**src/rtl/fifo_stream_reader_pkg.sv**
```systemverilog
// Shared constants and helpers for the BRAM FIFO read-side stream front end.
package fifo_stream_reader_pkg;

  localparam logic [2:0] BUF_DEPTH = 3'd2;

  // True when the committed word count (buffered + in flight - leaving) leaves room for one more.
  function automatic logic has_room(input logic [2:0] committed);
    return committed < BUF_DEPTH;
  endfunction

endpackage

```
**src/rtl/fifo_stream_reader_if.sv**
```systemverilog
// FIFO read port plus valid/ready output stream seen by fifo_stream_reader.
interface fifo_stream_reader_if #(
  parameter int WIDTH = 32
);
  logic             i_flush;
  logic             i_fifo_empty;
  logic             o_fifo_read;
  logic [WIDTH-1:0] i_fifo_rdata;
  logic             o_valid;
  logic [WIDTH-1:0] o_data;
  logic             i_ready;
  logic [1:0]       o_level;

  modport master (
    input  i_flush, i_fifo_empty, i_fifo_rdata, i_ready,
    output o_fifo_read, o_valid, o_data, o_level
  );

  modport slave (
    output i_flush, i_fifo_empty, i_fifo_rdata, i_ready,
    input  o_fifo_read, o_valid, o_data, o_level
  );
endinterface

```
**src/rtl/fifo_stream_reader_stream_buffer2.sv**
```systemverilog
// Two-entry circular output buffer with push/pop/flush; flush overrides both.
module fifo_stream_reader_stream_buffer2
  import fifo_stream_reader_pkg::*;
#(
  parameter int WIDTH = 32
) (
  input  logic             clk,
  input  logic             rst_n,
  input  logic             push,
  input  logic [WIDTH-1:0] push_data,
  input  logic             pop,
  input  logic             flush,
  output logic [1:0]       occ,
  output logic [WIDTH-1:0] head
);

  logic [WIDTH-1:0] mem_q [2];
  logic [WIDTH-1:0] mem_d [2];
  logic             rd_q, rd_d;
  logic             wr_q, wr_d;
  logic [1:0]       occ_q, occ_d;

  always_comb begin
    mem_d = mem_q;
    rd_d  = rd_q;
    wr_d  = wr_q;
    occ_d = occ_q;
    if (flush) begin
      rd_d  = 1'b0;
      wr_d  = 1'b0;
      occ_d = '0;
    end else begin
      if (push) begin
        mem_d[wr_q] = push_data;
        wr_d        = ~wr_q;
      end
      if (pop) begin
        rd_d = ~rd_q;
      end
      occ_d = occ_q + {1'b0, push} - {1'b0, pop};
    end
  end

  always_ff @(posedge clk or negedge rst_n) begin
    if (!rst_n) begin
      mem_q <= '{default: '0};
      rd_q  <= 1'b0;
      wr_q  <= 1'b0;
      occ_q <= '0;
    end else begin
      mem_q <= mem_d;
      rd_q  <= rd_d;
      wr_q  <= wr_d;
      occ_q <= occ_d;
    end
  end

  assign occ  = occ_q;
  assign head = mem_q[rd_q];

  a_occ_bounded: assert property (@(posedge clk) disable iff (!rst_n) {1'b0, occ_q} <= BUF_DEPTH);
  a_no_pop_empty: assert property (@(posedge clk) disable iff (!rst_n) pop |-> (occ_q != '0));

endmodule

```
**src/rtl/fifo_stream_reader.sv**
```systemverilog
// Read-side front end for a BRAM FIFO: issues reads, absorbs the one-cycle read latency
// and presents popped words as a full-throughput valid/ready stream.
module fifo_stream_reader
  import fifo_stream_reader_pkg::*;
#(
  parameter int WIDTH = 32
) (
  input  logic                 i_clock,
  input  logic                 i_reset,
  fifo_stream_reader_if.master bus
);

  logic             inflight_q, inflight_d;
  logic [1:0]       occ;
  logic [WIDTH-1:0] head;
  logic             valid;
  logic             pop;
  logic             push;
  logic             fifo_read;
  logic [2:0]       committed;

  // The consumer's pop credits the issue rule, so reads continue back-to-back under i_ready.
  always_comb begin
    valid      = (occ != '0);
    pop        = valid & bus.i_ready;
    push       = inflight_q & ~bus.i_flush;
    committed  = {1'b0, occ} + {2'b0, inflight_q} - {2'b0, pop};
    fifo_read  = i_reset & ~bus.i_fifo_empty & ~bus.i_flush & has_room(committed);
    inflight_d = fifo_read;
  end

  always_ff @(posedge i_clock or negedge i_reset) begin
    if (!i_reset) begin
      inflight_q <= 1'b0;
    end else begin
      inflight_q <= inflight_d;
    end
  end

  fifo_stream_reader_stream_buffer2 #(
    .WIDTH(WIDTH)
  ) u_buf (
    .clk      (i_clock),
    .rst_n    (i_reset),
    .push     (push),
    .push_data(bus.i_fifo_rdata),
    .pop      (pop),
    .flush    (bus.i_flush),
    .occ      (occ),
    .head     (head)
  );

  assign bus.o_fifo_read = fifo_read;
  assign bus.o_valid     = valid;
  assign bus.o_data      = head;
  assign bus.o_level     = occ;

endmodule

```
**src/flat_wrapper.sv**
```systemverilog
// flat-port wrapper written by rule: the top's interface ports become plain ports
module fifo_stream_reader_flat import fifo_stream_reader_pkg::*;
#(
  parameter int WIDTH = 32
)
  (i_clock, i_reset, bus_i_flush, bus_i_fifo_empty, bus_i_fifo_rdata, bus_i_ready, bus_o_fifo_read, bus_o_valid, bus_o_data, bus_o_level);
  fifo_stream_reader_if #(.WIDTH(WIDTH)) bus_i ();
  input  logic i_clock;
  input  logic i_reset;
  input wire logic [$bits(bus_i.i_flush)-1:0] bus_i_flush;
  input wire logic [$bits(bus_i.i_fifo_empty)-1:0] bus_i_fifo_empty;
  input wire logic [$bits(bus_i.i_fifo_rdata)-1:0] bus_i_fifo_rdata;
  input wire logic [$bits(bus_i.i_ready)-1:0] bus_i_ready;
  output wire logic [$bits(bus_i.o_fifo_read)-1:0] bus_o_fifo_read;
  output wire logic [$bits(bus_i.o_valid)-1:0] bus_o_valid;
  output wire logic [$bits(bus_i.o_data)-1:0] bus_o_data;
  output wire logic [$bits(bus_i.o_level)-1:0] bus_o_level;
  assign bus_i.i_flush = bus_i_flush;
  assign bus_i.i_fifo_empty = bus_i_fifo_empty;
  assign bus_i.i_fifo_rdata = bus_i_fifo_rdata;
  assign bus_i.i_ready = bus_i_ready;
  assign bus_o_fifo_read = bus_i.o_fifo_read;
  assign bus_o_valid = bus_i.o_valid;
  assign bus_o_data = bus_i.o_data;
  assign bus_o_level = bus_i.o_level;
  fifo_stream_reader #(.WIDTH(WIDTH)) u_core (.i_clock(i_clock), .i_reset(i_reset), .bus(bus_i));
endmodule
```
**config.mk**
```make
export PLATFORM = sky130hd
export DESIGN_NAME = fifo_stream_reader_flat
export DESIGN_NICKNAME = d
export VERILOG_FILES = /design/src/rtl/fifo_stream_reader_pkg.sv /design/src/rtl/fifo_stream_reader_if.sv /design/src/rtl/fifo_stream_reader_stream_buffer2.sv /design/src/rtl/fifo_stream_reader.sv /design/src/flat_wrapper.sv
export SDC_FILE = /design/constraint.sdc
export NUM_CORES = 1
export LEC_CHECK = 0
export BUFFER_PORTS_ARGS = -buffer_cell sky130_fd_sc_hd__clkbuf_2
export CAP_MARGIN = 20
export CORE_ASPECT_RATIO = 1.4
export CORE_MARGIN = 4
export CORE_UTILIZATION = 53
export CTS_CLUSTER_SIZE = 14
export DETAILED_ROUTE_END_ITERATION = 8
export PLACE_DENSITY = 0.83
export SYNTH_ARGS = -nofsm -noshare
export SYNTH_HDL_FRONTEND = slang
export SYNTH_HIERARCHICAL = 1
export SYNTH_SLANG_ARGS = --single-unit
```
**constraint.sdc**
```tcl
create_clock -name i_clock -period 3.66 [get_ports i_clock]
set_clock_uncertainty 0.2 [all_clocks]
set_input_delay 0.549 -clock i_clock [delete_from_list [all_inputs] [get_ports i_clock]]
set_output_delay 0.549 -clock i_clock [all_outputs]
set_load 0.02 [all_outputs]
```
* After elaboration in Yosys (flattened, before gate mapping) *
Index checks and enable logic that the tools add are counted.

word-level totals
  bits in registers = 69
  logic and storage cells = 41
  output and inout bits = 36
  input bits = 37

cells by class
  $add $sub $neg = 4
  reductions and logical operators = 5
  bitwise operators = 11
  multiplexer cells = 11
  order comparisons = 4

operators by type and width
  operator                                                               count
  32-bit two-way mux                                                     4
  64-bit bitwise mux                                                     1
  32-bit demux with 1-bit select                                         1
  2-bit nonzero test                                                     3
  1-bit AND                                                              5
  2-bit >= comparator (second input constant)                            2
  1-bit two-way mux                                                      4
  1-bit inverter                                                         4
  1-bit inverter with 2-bit output                                       2
  2-bit by 1-bit adder with 3-bit output                                 1
  3-bit by 2-bit < comparator with 1-bit output (second input constant)  1
  3-bit by 1-bit subtractor with 3-bit output                            1
  2-bit by 1-bit adder with 2-bit output                                 1
  2-bit by 1-bit < comparator with 1-bit output (second input constant)  1
  2-bit two-way mux                                                      1
  2-bit AND reduction                                                    1
  2-bit by 1-bit subtractor with 2-bit output                            1
  1-bit logical AND                                                      1

* Depth between registers and ports, before layout *
  depth in word-level cells = 6
  gate-level depth with buffers = 7
  depth with buffers taken out = 7

* Modules after synthesis *
Netlist, hierarchy kept.

modules (own cells, without submodules)
  module                             area an instance (µm²)  cells an instance  instances  seq. area each (µm²)
  fifo_stream_reader_stream_buffer2  2,999.1                 187                1          1,701.6
  fifo_stream_reader                 108.9                   11                 1          25.0

* Least setup slack after synthesis *
Ideal clock, no wire load.

  path kind = register to output
  from = register u_core.u_buf.occ_q[1] (netlist: u_core/u_buf/occ[1])
  to = output port bus_o_fifo_read
  data required time = 2.911 ns
  setup slack = 0.210 ns
  arrival = 2.701 ns
  path buffers = 0
  stages on the path, launching flop included = 8
  path through = dfrtp_1 or2_4 and2_4 ha_1 or2b_1 fa_1 nand2_1 nor4_1

between the ends
  longest elaborated chain between the ends = 5
  elaborated cells between the ends (all ways) = 6
  those cells by class = 2 x add/sub; 1 x order compare; 2 x bitwise; 1 x reduce/logical

RTL lines
  item                                           RTL line                                 source
  start, declared                                fifo_stream_reader_stream_buffer2.sv:21  logic [1:0] occ_q, occ_d;
  start signal, assigned                         fifo_stream_reader_stream_buffer2.sv:49  occ_q <= '0;
  start signal, assigned                         fifo_stream_reader_stream_buffer2.sv:54  occ_q <= occ_d;
  2-bit nonzero test                             fifo_stream_reader.sv:24                 valid = (occ != '0);
  net bus_o_valid                                flat_wrapper.sv:15                       output wire logic [$bits(bus_i.o_valid)-1:0] bus_o_valid;
  1-bit AND                                      fifo_stream_reader.sv:25                 pop = valid & bus.i_ready;
  net u_core.pop                                 fifo_stream_reader.sv:17                 logic pop;
  3-bit by 1-bit subtractor with 3-bit output    fifo_stream_reader.sv:27                 committed = {1'b0, occ} + {2'b0, inflight_q} - {2'b0, pop};
  3-bit by 2-bit < comparator with 1-bit output  fifo_stream_reader_pkg.sv:8              return committed < BUF_DEPTH;
  1-bit AND                                      fifo_stream_reader.sv:28                 fifo_read = i_reset & ~bus.i_fifo_empty & ~bus.i_flush & has_room(committed);
  end, declared                                  flat_wrapper.sv:14                       output wire logic [$bits(bus_i.o_fifo_read)-1:0] bus_o_fifo_read;

The timed path passes the listed nets, and every way through them passes these cells.

* Final worst setup path *
  from = register u_core.u_buf.occ_q[1] (netlist: u_core/u_buf/occ[1])
  to = output port bus_o_fifo_read

between the ends
  longest elaborated chain between the ends = 5
  elaborated cells between the ends (all ways) = 6
  those cells by class = 2 x add/sub; 1 x order compare; 2 x bitwise; 1 x reduce/logical

RTL lines
  item                                           RTL line
  2-bit nonzero test                             fifo_stream_reader.sv:24
  1-bit AND                                      fifo_stream_reader.sv:25
  net u_core.pop                                 fifo_stream_reader.sv:17
  3-bit by 1-bit subtractor with 3-bit output    fifo_stream_reader.sv:27
  3-bit by 2-bit < comparator with 1-bit output  fifo_stream_reader_pkg.sv:8
  1-bit AND                                      fifo_stream_reader.sv:28

The timed path passes the listed nets, and every way through them passes these cells.

==> impl_summary.txt <==
----------------------------------------------------
[Status]
  Result of the run ... finished, final reports clean

[Place]
  Post-detail-place hpwl ... 3.691 mm
  Placer's final routability congestion estimate ... ~0.69
  Placed cells ... around 330
  Placement-stage worst setup slack ... about 500 ps
  Port Buffers ... ~70
  DP Area ... 0.003495 sq mm

[Die]
  Chip height ... 98.61 um
  Die ar. ... around 0.007 sq mm
  Core ar. ... around 0.0056 sq mm
  Width of the die ... between 70 and 80 um
  Standard-cell row count ... 32
  Number of placed I/O pins ... 73
  Starting density of the core ... 0.5545

[STA]
  Final max-slew violation count ... 0
  Worst slew margin ... 0.3959
  Number of endpoints failing setup at the final stage ... 0
  Clock period minus final worst setup slack ... 3445 ps
  Portion of the clock cycle consumed by the worst path in the final layout ... 0.9414
  Slack of the critical path ... roughly 210 ps
  Worst slack on hold paths ... about 180 ps
  Measured slew at the worst slew-check pin ... around 900 ps
  Final hold violations ... 0
  Final total negative setup slack ... 0 ps
  Unrepaired setup endpoints after global routing ... no
  Fmax ... roughly 0.29 GHz

[Yosys]
  Register area share after synthesis ... 0.5556
  Yosys warnings ... 6
  Syn nets ... between 200 and 250
  Cell count after synthesis ... around 200
  Count of distinct cell types in the synthesized netlist ... 22
  Summed instance area of the synthesized netlist ... between 0.003 and 0.004 sq mm
  Syn_area_per_cell ... ~16 sq um
  Library cell occupying the most area in the post-synthesis netlist ... dfrtp_1
  Most area-consuming cells after synthesis ... dfrtp_1 56%, mux2_2 34%, clkbuf_8 1.3%
  Fraction of synthesized cell area taken by the top area cell type ... 0.5556
  Number of storage elements in the synthesis netlist ... between 60 and 70

[Global routing]
  Via count of the first global-routing pass ... around 2,000
  Antenna violations before repair ... 0
  Global-route total usage across every layer ... 0.1665
  First-pass GRT wire length ... 9.066 mm
  Largest net degree at the start of global routing ... 70
  Gr ovfl total ... 0

[Clocking]
  Clock latency of the later-clocked register in the worst-skew pair ... about 330 ps
  Clock slew at the register clock pins of the worst setup and hold paths ... about 70 ps
  Clock H-tree levels ... 3
  Number of buffers created by CTS ... 9
  Sinks on the clock net ... roughly 70
  Hold-fix buffer count after cts ... 0
  Clock tree from TritonCTS ... yes
  Root Buffer ... clkbuf_8
  Clock tree buffer depth ... 2

[Worst setup path]
  CP max stage cell ... fa_1
  Type of destination of the critical path ... primary output
  Req. time, crit path ... between 2000 and 3000 ps
  CP startpoint kind ... flop
  Delay of the slowest cell on the worst path ... 490 ps
  Critical path data arrival time ... approximately 2700 ps
  Largest fanout of any net on the critical path ... 5
  Family of cells with the greatest summed delay on the critical path ... simple AND/OR/NAND/NOR gates
  Setup slack of the most critical reg-to-reg path ... 1210 ps
  Cell chain of the critical path ... or2_4 -> and2_4 -> ha_1 -> or2b_1 -> fa_1 -> nand2_1 -> nor4_2 -> clkbuf_2
  Buffers plus inverters on the worst setup path ... 1
  Kind of critical path ... reg2out

[Power]
  Worst IR drop on VDD ... around 0.44 mV
  Overall Power ... about 3.0 mW
  Power per cell area ... 797.0 mW/mm^2
  Static Leakage ... 1.896 nW

[Finish]
  Antenna diode instance count ... 0
  Area used by sequential logic in the layout ... 0.001727 sq mm
  Post-route cell area ... roughly 0.0037 sq mm
  Layout cells sized above 1 ... 0.6774
  Combined area of the multi-input logic cells ... about 0.0013 sq mm
  End-of-flow core utilization ... 0.6614
  Relative area change from synthesis to final layout ... 19.28%
  Final cell count without fillers ... between 300 and 400
  Filler instances ... around 430
  Total Nets Final ... ~320

[Routing]
  Initial DRC Count ... 35
  Via count ... approximately 1,800
  Final routed wirelength across all metal layers ... 5.469 mm
  DR DRC count ... 0
  Number of nets with antenna violations after routing ... 0
  Initial DRT Pass Iterations ... 3
  Wire length per cell after detailed routing ... roughly 16 um
  Routed via count divided by cell count ... about 5.2

[Min path]
  Worst hold-check path type ... in2reg

[Flow run]
  Max-capacitance violation count ... 0

----------------------------------------------------
power breakdown:
part           switching [mW]  internal [mW]
combinational           0.614          0.584
sequential              0.123          0.989
clock                   0.264          0.381
total                    1.00           1.95
cell type report:
class | instances | area share
inverter | 3 | 0.003037
tap | 68 | 0.02295
sequential | 69 | 0.4657
multi-input combinational | 116 | 0.3459
clock buffer | 11 | 0.03544
timing repair buffer | 75 | 0.1066
clock inverter | 5 | 0.02025
kinds of logic (layout without fill, tap and decap cells):
logic type	Yosys count	after routing	share of synthesized area
xor+xnor	4	4	0.01570
fa+ha+maj	4	4	0.01852
buf+inv	13	94	0.03381
flops	69	69	0.5556
mux	96	96	0.3478
simple gates	12	12	0.02858
registers in the layout, indices dropped and copies added, names as in the netlist:
| signal | count |
|---|---|
| u_core/u_buf/mem_q | 64 |
| u_core/inflight_q | 1 |
| u_core/u_buf/occ | 2 |
| u_core/u_buf/rd_q | 1 |
| u_core/u_buf/wr_q | 1 |
cells in the mapped netlist:
cell      count
inv_1         3
xnor3_1       1
nor4_1        1
or2_4         1
ha_1          3
xnor2_1       2
and2b_2       1
nand3b_2      1
buf_6         3
mux2_2       94
fa_1          1
or2b_1        1
nand2_1       1
clkbuf_8      3
mux2_1        2
dfrtp_1      69
nor2_1        4
clkbuf_1      1
buf_2         3
xor2_1        1
and2_4        1
nor3b_4       1
final timing paths:
path	start	cells past startpoint	end
setup reg to reg	u_core/u_buf/occ[1]	7	u_core/inflight_q
hold / removal	bus_i_fifo_empty	2	u_core/inflight_q
max in group asynchronous	i_reset	2	u_core/u_buf/mem_q[31]
hold reg to reg	u_core/u_buf/mem_q[51]	1	u_core/u_buf/mem_q[51]
setup / recovery	u_core/u_buf/occ[1]	8	bus_o_fifo_read
min in group asynchronous	i_reset	2	u_core/u_buf/occ[1]
worst reg2reg max path, delay by kind of cell, from the launching register on:
| kind | cells | cell delay, ps |
|---|---|---|
| adder cells (fa/ha/maj) | 2 | 750 |
| flip-flops | 1 | 440 |
| AND/OR/NAND/NOR | 5 | 960 |
layout by cell type, fill, tap and decap left out, types with 2 or more instances in the layout:
master / count
dfrtp_1: 69
xnor2_1: 2
bufinv_16: 2
clkbuf_2: 71
nor2_1: 4
mux2_2: 94
clkbuf_8: 9
inv_1: 3
clkbuf_1: 2
clkinv_2: 3
buf_4: 2
mux2_1: 2
ha_1: 3
routing by layer:
layer,global-route usage,vias to the layer above,routed length (um)
met3,0.04388,7,280
met5,0,-,0
met2,0.2830,42,2871
met4,0.08239,0,91
li1,-,855,-
met1,0.1896,906,2226
repair_timing:
item	4_1_cts	5_1_grt
setup buffers	0	0
gates resized for setup	0	1
endpoints found under the setup margin	0	1
(Power assumes the default switching activity.)
